<file path="src/rtl/axis_fifo.sv">
// rtl/axis_fifo.sv - First-word fall-through AXI-Stream FIFO with sideband fields
// Optional per-entry tstrb/tkeep storage is enabled by defining AXIS_FIFO_STRB_KEEP_EN.
module axis_fifo #(
    parameter int DATA_WIDTH = 8,
    parameter int DEPTH      = 4
) (
    input  logic                              clk,
    input  logic                              rst,
    input  logic [DATA_WIDTH-1:0]             s_axis_tdata,
    input  logic                              s_axis_tvalid,
    output logic                              s_axis_tready,
    input  logic [7:0]                        s_tid,
    input  logic [3:0]                        s_tdest,
    input  logic                              s_tlast,
    input  logic [DATA_WIDTH/8-1:0]           s_tstrb,
    input  logic [DATA_WIDTH/8-1:0]           s_tkeep,
    output logic [DATA_WIDTH-1:0]             m_axis_tdata,
    output logic                              m_axis_tvalid,
    input  logic                              m_axis_tready,
    output logic [7:0]                        m_tid,
    output logic [3:0]                        m_tdest,
    output logic                              m_tlast,
    output logic [DATA_WIDTH/8-1:0]           m_tstrb,
    output logic [DATA_WIDTH/8-1:0]           m_tkeep,
    output logic [$clog2(DEPTH):0]            count
);

    localparam int AW = $clog2(DEPTH);
    localparam int CW = AW + 1;
    localparam int KW = DATA_WIDTH / 8;
    localparam logic [CW-1:0] FULL_CNT = CW'(DEPTH);

    logic [AW-1:0]         wr_ptr;
    logic [AW-1:0]         rd_ptr;
    logic [CW-1:0]         count_q;
    logic [CW-1:0]         count_next;
    logic                  tready_q;
    logic                  push;
    logic                  pop;

    logic [DATA_WIDTH-1:0] mem_data [DEPTH];
    logic [7:0]            mem_id   [DEPTH];
    logic [3:0]            mem_dest [DEPTH];
    logic                  mem_last [DEPTH];

    assign push          = s_axis_tvalid & tready_q;
    assign pop           = m_axis_tvalid & m_axis_tready;
    assign s_axis_tready = tready_q;
    assign m_axis_tvalid = (count_q != '0);
    assign count         = count_q;

    always_comb begin
        count_next = count_q + CW'(push) - CW'(pop);
    end

    // Ready is registered from next-cycle occupancy so it tracks count < DEPTH exactly.
    always_ff @(posedge clk) begin
        if (rst) begin
            wr_ptr   <= '0;
            rd_ptr   <= '0;
            count_q  <= '0;
            tready_q <= 1'b0;
        end else begin
            if (push) begin
                wr_ptr <= wr_ptr + AW'(1);
            end
            if (pop) begin
                rd_ptr <= rd_ptr + AW'(1);
            end
            count_q  <= count_next;
            tready_q <= (count_next < FULL_CNT);
        end
    end

    always_ff @(posedge clk) begin
        if (push) begin
            mem_data[wr_ptr] <= s_axis_tdata;
            mem_id[wr_ptr]   <= s_tid;
            mem_dest[wr_ptr] <= s_tdest;
            mem_last[wr_ptr] <= s_tlast;
        end
    end

    assign m_axis_tdata = mem_data[rd_ptr];
    assign m_tid        = mem_id[rd_ptr];
    assign m_tdest      = mem_dest[rd_ptr];
    assign m_tlast      = mem_last[rd_ptr];

`ifdef AXIS_FIFO_STRB_KEEP_EN
    logic [KW-1:0] mem_strb [DEPTH];
    logic [KW-1:0] mem_keep [DEPTH];

    always_ff @(posedge clk) begin
        if (push) begin
            mem_strb[wr_ptr] <= s_tstrb;
            mem_keep[wr_ptr] <= s_tkeep;
        end
    end

    assign m_tstrb = mem_strb[rd_ptr];
    assign m_tkeep = mem_keep[rd_ptr];
`else
    logic unused_strb_keep;

    assign unused_strb_keep = &{1'b0, s_tstrb, s_tkeep};
    assign m_tstrb          = {KW{1'b1}};
    assign m_tkeep          = {KW{1'b1}};
`endif

endmodule

</file>
<file path="config.mk">
export PLATFORM = sky130hd
export DESIGN_NAME = axis_fifo
export DESIGN_NICKNAME = d
export VERILOG_FILES = /design/src/rtl/axis_fifo.sv
export SDC_FILE = /design/constraint.sdc
export NUM_CORES = 1
export LEC_CHECK = 0
export BUFFER_PORTS_ARGS = -buffer_cell sky130_fd_sc_hd__buf_2
export CAP_MARGIN = 20
export CORE_MARGIN = 1
export CORE_UTILIZATION = 40
export CTS_CLUSTER_SIZE = 14
export DETAILED_ROUTE_END_ITERATION = 10
export PLACE_DENSITY = 0.57
export SYNTH_ARGS = -nofsm -noshare
export SYNTH_HDL_FRONTEND = slang
export SYNTH_SLANG_ARGS = --single-unit
export TNS_END_PERCENT = 1
</file>
<file path="constraint.sdc">
create_clock -name clk -period 2.3 [get_ports clk]
set_clock_uncertainty 0.2 [all_clocks]
set_input_delay 0.115 -clock clk [delete_from_list [all_inputs] [get_ports clk]]
set_output_delay 0.115 -clock clk [all_outputs]
set_load 0.01 [all_outputs]
</file>
==> results.cfg, run 1 <==
[run]
drv_cap = 0

[placed_design]
place_congestion = 0.7066
placed_area_um2 = 3986
numPortBuffers = 50
hpwl_um = 3621

[synth]
synth-main-ff-cell = edfxtp_1
synthTopCellsByArea = edfxtp_1 (71%), mux4_2 (13%), dfxtp_1 (5.6%)
ys_seq_area_share_pct = 76.57
yosys_register_bits = 94
synth_enable_flop_cells = 84
synth_area_um2 = 3556
synthCells = 161
async_reset_ff_share_pct = 0
synth_warnings = 0
ys_types = 25
yosys.area.top_type = edfxtp_1
synth_top_area_share_pct = 70.94
synth_area_per_cell_um2 = 22.09

[grt]
grt_pass1_vias = 1697
globalRouteTotalUtil_pct = 13.53
use_met1_pct = 18.37
use_met2_pct = 21.04
grt_pass1_wl_um = 8949
grt_busiest_layer = met2
grt_overflow = 0
use_met3_pct = 2.686
grt_max_degree = 22
antenna_found_initial = 0

[sta]
finalHoldViolations = 0
fin_setup_tns_ns = 0
period_needed_ns = 2.160
worst_slew_pin_slew_ns = 0.5693
relSlewSlack_pct = 62.05
rsz0062_at_grt = no
finalSetupViolations = 0
hold_slack_ns = 0.3122
timing.final.crit_share_pct = 93.90
max_freq_mhz = 463.0
slew_viol_final = 0

[detailed_routing]
wl_per_cell_um = 15.83
vias = 1718
vias_per_cell = 4.733
first_pass_iters = 6
drc = 0
wl_um = 5746
drt-initial-drc-count = 71
drtAntennaViolNets = 0

[setup_path]
critical_path.startpoint_type = flip-flop
crit_fanout = 5
critPathCaptureType = flip-flop
worstPathRequired_ns = 2.33
critPathKind = flip-flop to flip-flop
cp.arrival_ns = 2.19

[layout]
final_cell_mix = edfxtp_1 (84), buf_2 (50), dlygate4sd3_1 (24)
syn2layout_area_growth_pct = 24.35
fin_area_um2 = 4422
final_common_cell = edfxtp_1
fin_nets = 284
drive_gt1_share_pct = 39.61
nFillCells = 721
diodes = 0

[floorplanning]
initial_core_util_pct = 40.97
dieWidth_um = 96.29
die_area_um2 = 9271
ios = 55
rows = 34
core_area_um2 = 8678
die_h_um = 96.29

[cts]
cts-root-buf = clkbuf_8
cts_resized = 0
ctsHoldBuffers = 24
cts.clk_slew.worst_paths_ns = 0.09
htreeDepth = 3
tritoncts = built
clock_latency_ns = 0.34
clockBufferDepth = 2
postCtsSetupBuffers = 0
numCtsBuffers = 9
clock_sinks = 94

[power]
power_density_nw_per_um2 = 925.1
total_power_mw = 4.090
p_leak_nw = 1.571
ir_drop_uv = 479.5

[worst_hold_path]
hold_class = primary input to flip-flop

[outcome]
status = complete, no violations
-- path summary, 6_finish.rpt --
path / startpoint / to / slack (ns) / cells after the start
min: s_tdest[3] / mem_dest[2][3] / 0.31 / 2
min reg2reg: rd_ptr[1] / rd_ptr[1] / 0.39 / 2
max: count[0] / s_axis_tready / 0.14 / 8
max reg2reg: count[0] / s_axis_tready / 0.14 / 8
-- layer usage --
layer  vias up  part of all wire, %
met5         -                    0
met4         0                 0.89
met3         6                  4.0
met2        39                   49
met1       849                   46
li1        824                    -
-- final cells by class --
cell class              count  area (um^2)  share of cell area, %
flip-flops and latches     94         2724                  61.60
multi-input cells          56        767.0                  17.35
repair buffers             85        585.6                  13.24
well taps                 108        135.1                  3.056
clock buffers               9        123.9                  2.801
clock inverters             7        71.32                  1.613
inverters                   4        15.01                 0.3396
-- synth_stat cells (4+ instances only) --
cell	count
nor2_1	4
edfxtp_1	84
nor2b_1	4
mux4_2	21
inv_1	4
dfxtp_1	10
ha_1	6
and3_1	4
-- power by group --
part           switching, mW  internal, mW  leakage [nW]
registers             0.0462          1.99         0.842
logic                  0.468         0.522         0.635
clock network          0.556         0.505        0.0937
-- flip-flops by register name, indices dropped and copies added, names as in the netlist, named ones only --
name and cells:
mem_data 32, s_axis_tready 1, mem_last 4, wr_ptr 2, rd_ptr 2, mem_dest 16
count 3, mem_id 32
-- cell families (layout without fill, tap and decap cells) --
kind of cell    Yosys count  in the layout  share of synthesized area [%]
compound gates            6              6                          1.337
xor+xnor                  1              1                         0.6333
fa+ha+maj                 7              7                          2.674
buf+inv                  12            105                          1.970
flops                    94             94                          76.57
mux                      24             24                          14.25
other cells               1              2                         0.1055
simple gates             16             16                          2.463
-- metrics by stage --
step	instances	worst slack (ns)	util, %
global placement	323	0.1436	45.93
detailed placement	323	0.1406	45.93
finish	363	0.1403	50.95
floorplan	162	0.1059	-
global route	363	0.02750	50.95
CTS	363	0.1355	50.95
-- worst max-delay path: stages, from the launching register on --
cell	delay [ns]
dfxtp_1	0.36
o31a_1	0.30
ha_1	0.28
inv_1	0.05
ha_1	0.12
inv_1	0.05
fa_1	0.36
xnor3_1	0.19
nor2b_1	0.14
Power figures use the tool's default switching activity.
==> run 2, diff against run 1 <==
--- a/config.mk
+++ b/config.mk
@@ -7,11 +7,13 @@
 export LEC_CHECK = 0
 export BUFFER_PORTS_ARGS = -buffer_cell sky130_fd_sc_hd__buf_2
 export CAP_MARGIN = 20
+export CELL_PAD_IN_SITES_DETAIL_PLACEMENT = 2
+export CELL_PAD_IN_SITES_GLOBAL_PLACEMENT = 2
 export CORE_MARGIN = 1
-export CORE_UTILIZATION = 40
+export CORE_UTILIZATION = 35
 export CTS_CLUSTER_SIZE = 14
 export DETAILED_ROUTE_END_ITERATION = 10
-export PLACE_DENSITY = 0.57
+export PLACE_DENSITY = 0.63
 export SYNTH_ARGS = -nofsm -noshare
 export SYNTH_HDL_FRONTEND = slang
 export SYNTH_SLANG_ARGS = --single-unit
==> run 2 against run 1 <==
Against the previous run: critical path depth unchanged; worst hold slack got worse by 0.0037 ns; clock-buffer cell count up 2; maximum frequency fell by 1.9%; largest cell class unchanged; highest routed layer unchanged.
==> results.cfg, run 2 (same netlist as run 1, synthesis figures left out) <==
[detailed_routing]
wl_um = 7224
vias_per_cell = 4.678
vias = 1815
wl_per_cell_um = 18.62
drt-initial-drc-count = 46
drc = 0
first_pass_iters = 4
drtAntennaViolNets = 0

[floorplanning]
initial_core_util_pct = 36.21
die_h_um = 102.8
die_area_um2 = 10570
core_area_um2 = 9819
ios = 55
rows = 36
dieWidth_um = 102.8

[layout]
reg_top3 = mem_data (32), mem_id (32), mem_dest (16)
diodes = 0
syn2layout_area_growth_pct = 25.37
drive_gt1_share_pct = 39.61
fin_nets = 284
nFillCells = 963
final_cell_mix = edfxtp_1 (84), buf_2 (50), dlygate4sd3_1 (24)
final_common_cell = edfxtp_1

[power]
switching_power_mw = 1.107
cellInternalPower_mw = 3.064
ir_drop_uv = 372.7
power_frac_seq_pct = 49.3
p_leak_nw = 1.573
pwr-share-comb_pct = 24.4
pwr-share-clk_pct = 26.3
power_density_nw_per_um2 = 935.7
netSwitchingFraction_pct = 26.55
total_power_mw = 4.171

[outcome]
status = complete, no violations

[run]
drv_cap = 0

[setup_path]
max_stage_delay_ns = 0.36
r2r_cells = 8
cp.arrival_ns = 2.24
worstPathCellList = o31a_1, ha_1, inv_1, ha_1, inv_1, fa_1, xnor3_1, nor2b_1
r2r_slack_ns = 0.1
crit_fanout = 5
reg2reg_to = s_axis_tready
cp_num_buf_inv = 2
critPathKind = flip-flop to flip-flop
slowest_stage = fa_1
cp_num_cells = 8
r2r-start = count[2]
critPathCaptureType = flip-flop
crit_family = adder cells
critical_path.startpoint_type = flip-flop
worstPathRequired_ns = 2.34

[grt]
grt_max_degree = 22
grt_overflow = 0
globalRouteTotalUtil_pct = 15.02
grt_pass1_vias = 1971
grt_pass1_wl_um = 11050
antenna_found_initial = 0

[cts]
cts-root-buf = clkbuf_8
clockBufferDepth = 2
htreeDepth = 3
cts.clk_slew.worst_paths_ns = 0.09
clock_sinks = 94
clock_latency_ns = 0.35
numCtsBuffers = 9
tritoncts = built

[sta]
hold_slack_ns = 0.3086
finalSetupViolations = 0
timing.final.crit_share_pct = 95.71
slew_viol_final = 0
rsz0062_at_grt = no
max_freq_mhz = 454.3
fin_setup_tns_ns = 0
period_needed_ns = 2.201
finalHoldViolations = 0

[worst_hold_path]
min_from = s_tid[0]
worstHoldPathCells = 2
hold_class = primary input to flip-flop
min_to = mem_id[2][0]

[placed_design]
place_congestion = 0.6442
numPortBuffers = 50
hpwl_um = 4717
[run 2: timing repair]
| item | in CTS | in global routing |
|---|---|---|
| endpoints found under the hold margin | 92 | 0 |
| resized for setup | 0 | 0 |
| setup endpoints to repair | 0 | 1 |
| setup buffers | 0 | 2 |
| hold buffers | 24 | 0 |
[run 2: cell type report]
| type | count | area (um^2) | area share, % |
|---|---|---|---|
| repair buffers | 85 | 585.6 | 13.13 |
| well taps | 133 | 166.4 | 3.733 |
| clock inverters | 5 | 58.81 | 1.319 |
| multi-input cells | 56 | 767.0 | 17.20 |
| inverters | 4 | 15.01 | 0.3368 |
| flip-flops and latches | 94 | 2724 | 61.10 |
| clock buffers | 11 | 141.4 | 3.171 |
[run 2: worst max path at each step]
stage             start            end  slack [ns]
6_report       count[2]  s_axis_tready         0.1
3_3_place_gp   count[2]  s_axis_tready        0.10
2_1_floorplan  count[1]  s_axis_tready        0.11
3_5_place_dp   count[2]  s_axis_tready        0.04
4_1_cts        count[2]  s_axis_tready        0.03
5_1_grt        count[2]  s_axis_tready        0.02
[run 2: worst register-to-register path, stage by stage (launching register included)]
cell and delay (ns):
dfxtp_1 0.35, o31a_1 0.32, ha_1 0.28, inv_1 0.06, ha_1 0.13, inv_1 0.04, fa_1 0.36, xnor3_1 0.20
nor2b_1 0.14
[run 2: metal layers]
| layer | routed length (um) | part of all wire (%) | global-route usage (%) |
|---|---|---|---|
| met2 | 3670 | 51 | 25.18 |
| met5 | 0 | 0 | 0 |
| met1 | 3185 | 44 | 18.76 |
| met3 | 234 | 3.2 | 3.186 |
| met4 | 133 | 1.8 | 6.826 |
[run 2: stage by stage]
stage	setup slack, ns	util, %	cells	area [um^2]
2_1_floorplan	0.1059	-	162	3560
4_1_cts	0.02690	45.25	386	4443
3_3_place_gp	0.1016	40.76	346	4003
5_1_grt	0.02258	45.40	388	4458
6_report	0.09863	45.40	388	4458
3_5_place_dp	0.04241	40.76	346	4003
[run 2: power groups by stage]
stage          clock network, mW  registers (mW)  logic, mW
3_3_place_gp                   0            2.09      0.968
6_report                    1.10            2.06       1.02
3_5_place_dp                   0            2.10      0.996
5_1_grt                     1.19            2.07       1.12
4_1_cts                     1.13            2.06       1.03
2_1_floorplan                  0            2.10      0.618
==> run 3, diff against run 2 <==
==> constraint.sdc (replaced) <==
create_clock -name clk -period 2.3 [get_ports clk]
set_clock_uncertainty 0.2 [all_clocks]
set_input_delay 0.23 -clock clk [delete_from_list [all_inputs] [get_ports clk]]
set_output_delay 0.23 -clock clk [all_outputs]
set_load 0.01 [all_outputs]
==> run 3 against run 2 <==
Against the previous run: total power shrank 2.6%; highest routed layer unchanged; final cell count shrank 0.52%; register-to-register slack gained 0.02 ns; die area unchanged; first-iteration DRC count shrank 30%; worst hold slack got worse by 0.28 ns; non-clock buffer count decreased by 2.
==> results.cfg, run 3 (same netlist as run 1, synthesis figures left out) <==
[worst_hold_path]
worstHoldPathCells = 3
hold_class = primary input to flip-flop
min_to = wr_ptr[1]
min_from = s_axis_tvalid

[sta]
finalHoldViolations = 0
slew_viol_final = 0
finalSetupViolations = 0
fin_setup_tns_ns = 0
period_needed_ns = 2.185
rsz0062_at_grt = no
setup_ws_ns = 0.1146
max_freq_mhz = 457.6
timing.final.crit_share_pct = 95.02

[power]
ir_drop_uv = 387.2
p_leak_nw = 1.562
power_density_nw_per_um2 = 922.6

[floorplanning]
die_h_um = 102.8
die_area_um2 = 10570
initial_core_util_pct = 36.21
ios = 55
core_area_um2 = 9819
dieWidth_um = 102.8
rows = 36

[detailed_routing]
vias = 1780
wl_per_cell_um = 18.57
wl_um = 7169
drtAntennaViolNets = 0
drc = 0
wl_met3_um = 259
vias_per_cell = 4.611
dr_wl_met2_um = 3705
drt-met1-wl_um = 3067
highest_layer = met4
first_pass_iters = 4
drt-initial-drc-count = 32

[placed_design]
numPortBuffers = 50
place_congestion = 0.6536
hpwl_um = 4658
dp_slack_ns = 0.08759

[cts]
cts.clk_slew.worst_paths_ns = 0.08
tritoncts = built
numCtsBuffers = 9
clock_latency_ns = 0.36
htreeDepth = 3
cts-root-buf = clkbuf_8
clockBufferDepth = 2
clock_sinks = 94

[setup_path]
slowest_stage = fa_1
critical_path.startpoint_type = flip-flop
critPathCaptureType = flip-flop
r2r_slack_ns = 0.11
critPathKind = flip-flop to flip-flop
crit_fanout = 3
max_stage_delay_ns = 0.37
crit_family = adder cells
crit_path_start = count[2]
r2r-start = count[2]
cp.arrival_ns = 2.22
reg2reg_to = s_axis_tready
worstPathRequired_ns = 2.34
worstPathCellList = o31a_1, ha_1, inv_1, ha_1, inv_1, fa_1, xnor3_1, nor2b_1
r2r_cells = 8
cp_num_buf_inv = 2

[layout]
reg_top3 = mem_data (32), mem_id (32), mem_dest (16)
final_common_cell = edfxtp_1
diodes = 0
fin_nets = 282
final_cell_mix = edfxtp_1 (84), buf_2 (50), dlygate4sd3_1 (22)
syn2layout_area_growth_pct = 23.86
drive_gt1_share_pct = 40.71

[grt]
grt_max_degree = 22
globalRouteTotalUtil_pct = 15.17
grt_pass1_vias = 2008
antenna_found_initial = 0
grt_overflow = 0
grt_pass1_wl_um = 11210

[outcome]
status = complete, no violations

[run]
drv_cap = 0
[run 3: cell types whose count changed in the layout (fill, tap and decap cells not counted), sizes merged]
cell and delta:
dlygate4sd3 -2, bufinv -1, clkbuf -2, inv +4
clkinv +1, clkinvlp -2
[run 3: how the worst max path moves through the flow]
stage | slack, ns | end | cells after the start
CTS | 0.07 | s_axis_tready | 8
floorplan | 0.11 | s_axis_tready | 8
detailed placement | 0.09 | s_axis_tready | 8
global route | 0.01 | s_axis_tready | 8
finish | 0.11 | s_axis_tready | 8
global placement | 0.12 | s_axis_tready | 8
[run 3: report_power, final]
part | internal [mW] | leakage (nW) | switching (mW) | total, mW
registers | 2.00 | 0.842 | 0.0607 | 2.06
logic | 0.522 | 0.624 | 0.481 | 1.00
clock network | 0.409 | 0.0952 | 0.595 | 1.00
[run 3: timing repair]
action	4_1_cts	5_1_grt
setup endpoints to repair	0	1
endpoints found under the hold margin	90	0
gates resized for setup	0	1
hold buffers	22	0
buffers inserted	0	0
[run 3: area by class of cell]
type | count | area [um^2]
clock buffers | 9 | 123.9
clock inverters | 7 | 53.80
fillers | 965 | 5415
inverters | 4 | 15.01
multi-input cells | 56 | 767.0
flip-flops and latches | 94 | 2725
well taps | 133 | 166.4
repair buffers | 83 | 553.0
[run 3: layer usage]
metal,GRT usage (%),vias up
li1,-,820
met1,17.99,909
met2,26.62,39
met3,3.186,12
met4,6.826,0
met5,0,-
[run 3: worst reg2reg max path, cell delays in order (launching register included)]
cell and delay [ns]:
dfxtp_1 0.32, o31a_1 0.34, ha_1 0.28, inv_1 0.06, ha_1 0.13, inv_1 0.05
fa_1 0.37, xnor3_1 0.20, nor2b_1 0.14
[run 3: stage by stage]
step / std cells / area [um^2] / hold WS, ns / utilization, % / total power [mW]
final: 386 / 4404 / 0.03268 / 44.85 / 4.063
after CTS: 386 / 4403 / 0.009126 / 44.84 / 4.132
after global routing: 386 / 4404 / 0.03114 / 44.85 / 4.282
after global placement: 348 / 4005 / 0.2472 / 40.79 / 3.062
after floorplan: 162 / 3560 / 0.1289 / - / 2.722
after detailed placement: 348 / 4005 / 0.2528 / 40.79 / 3.100
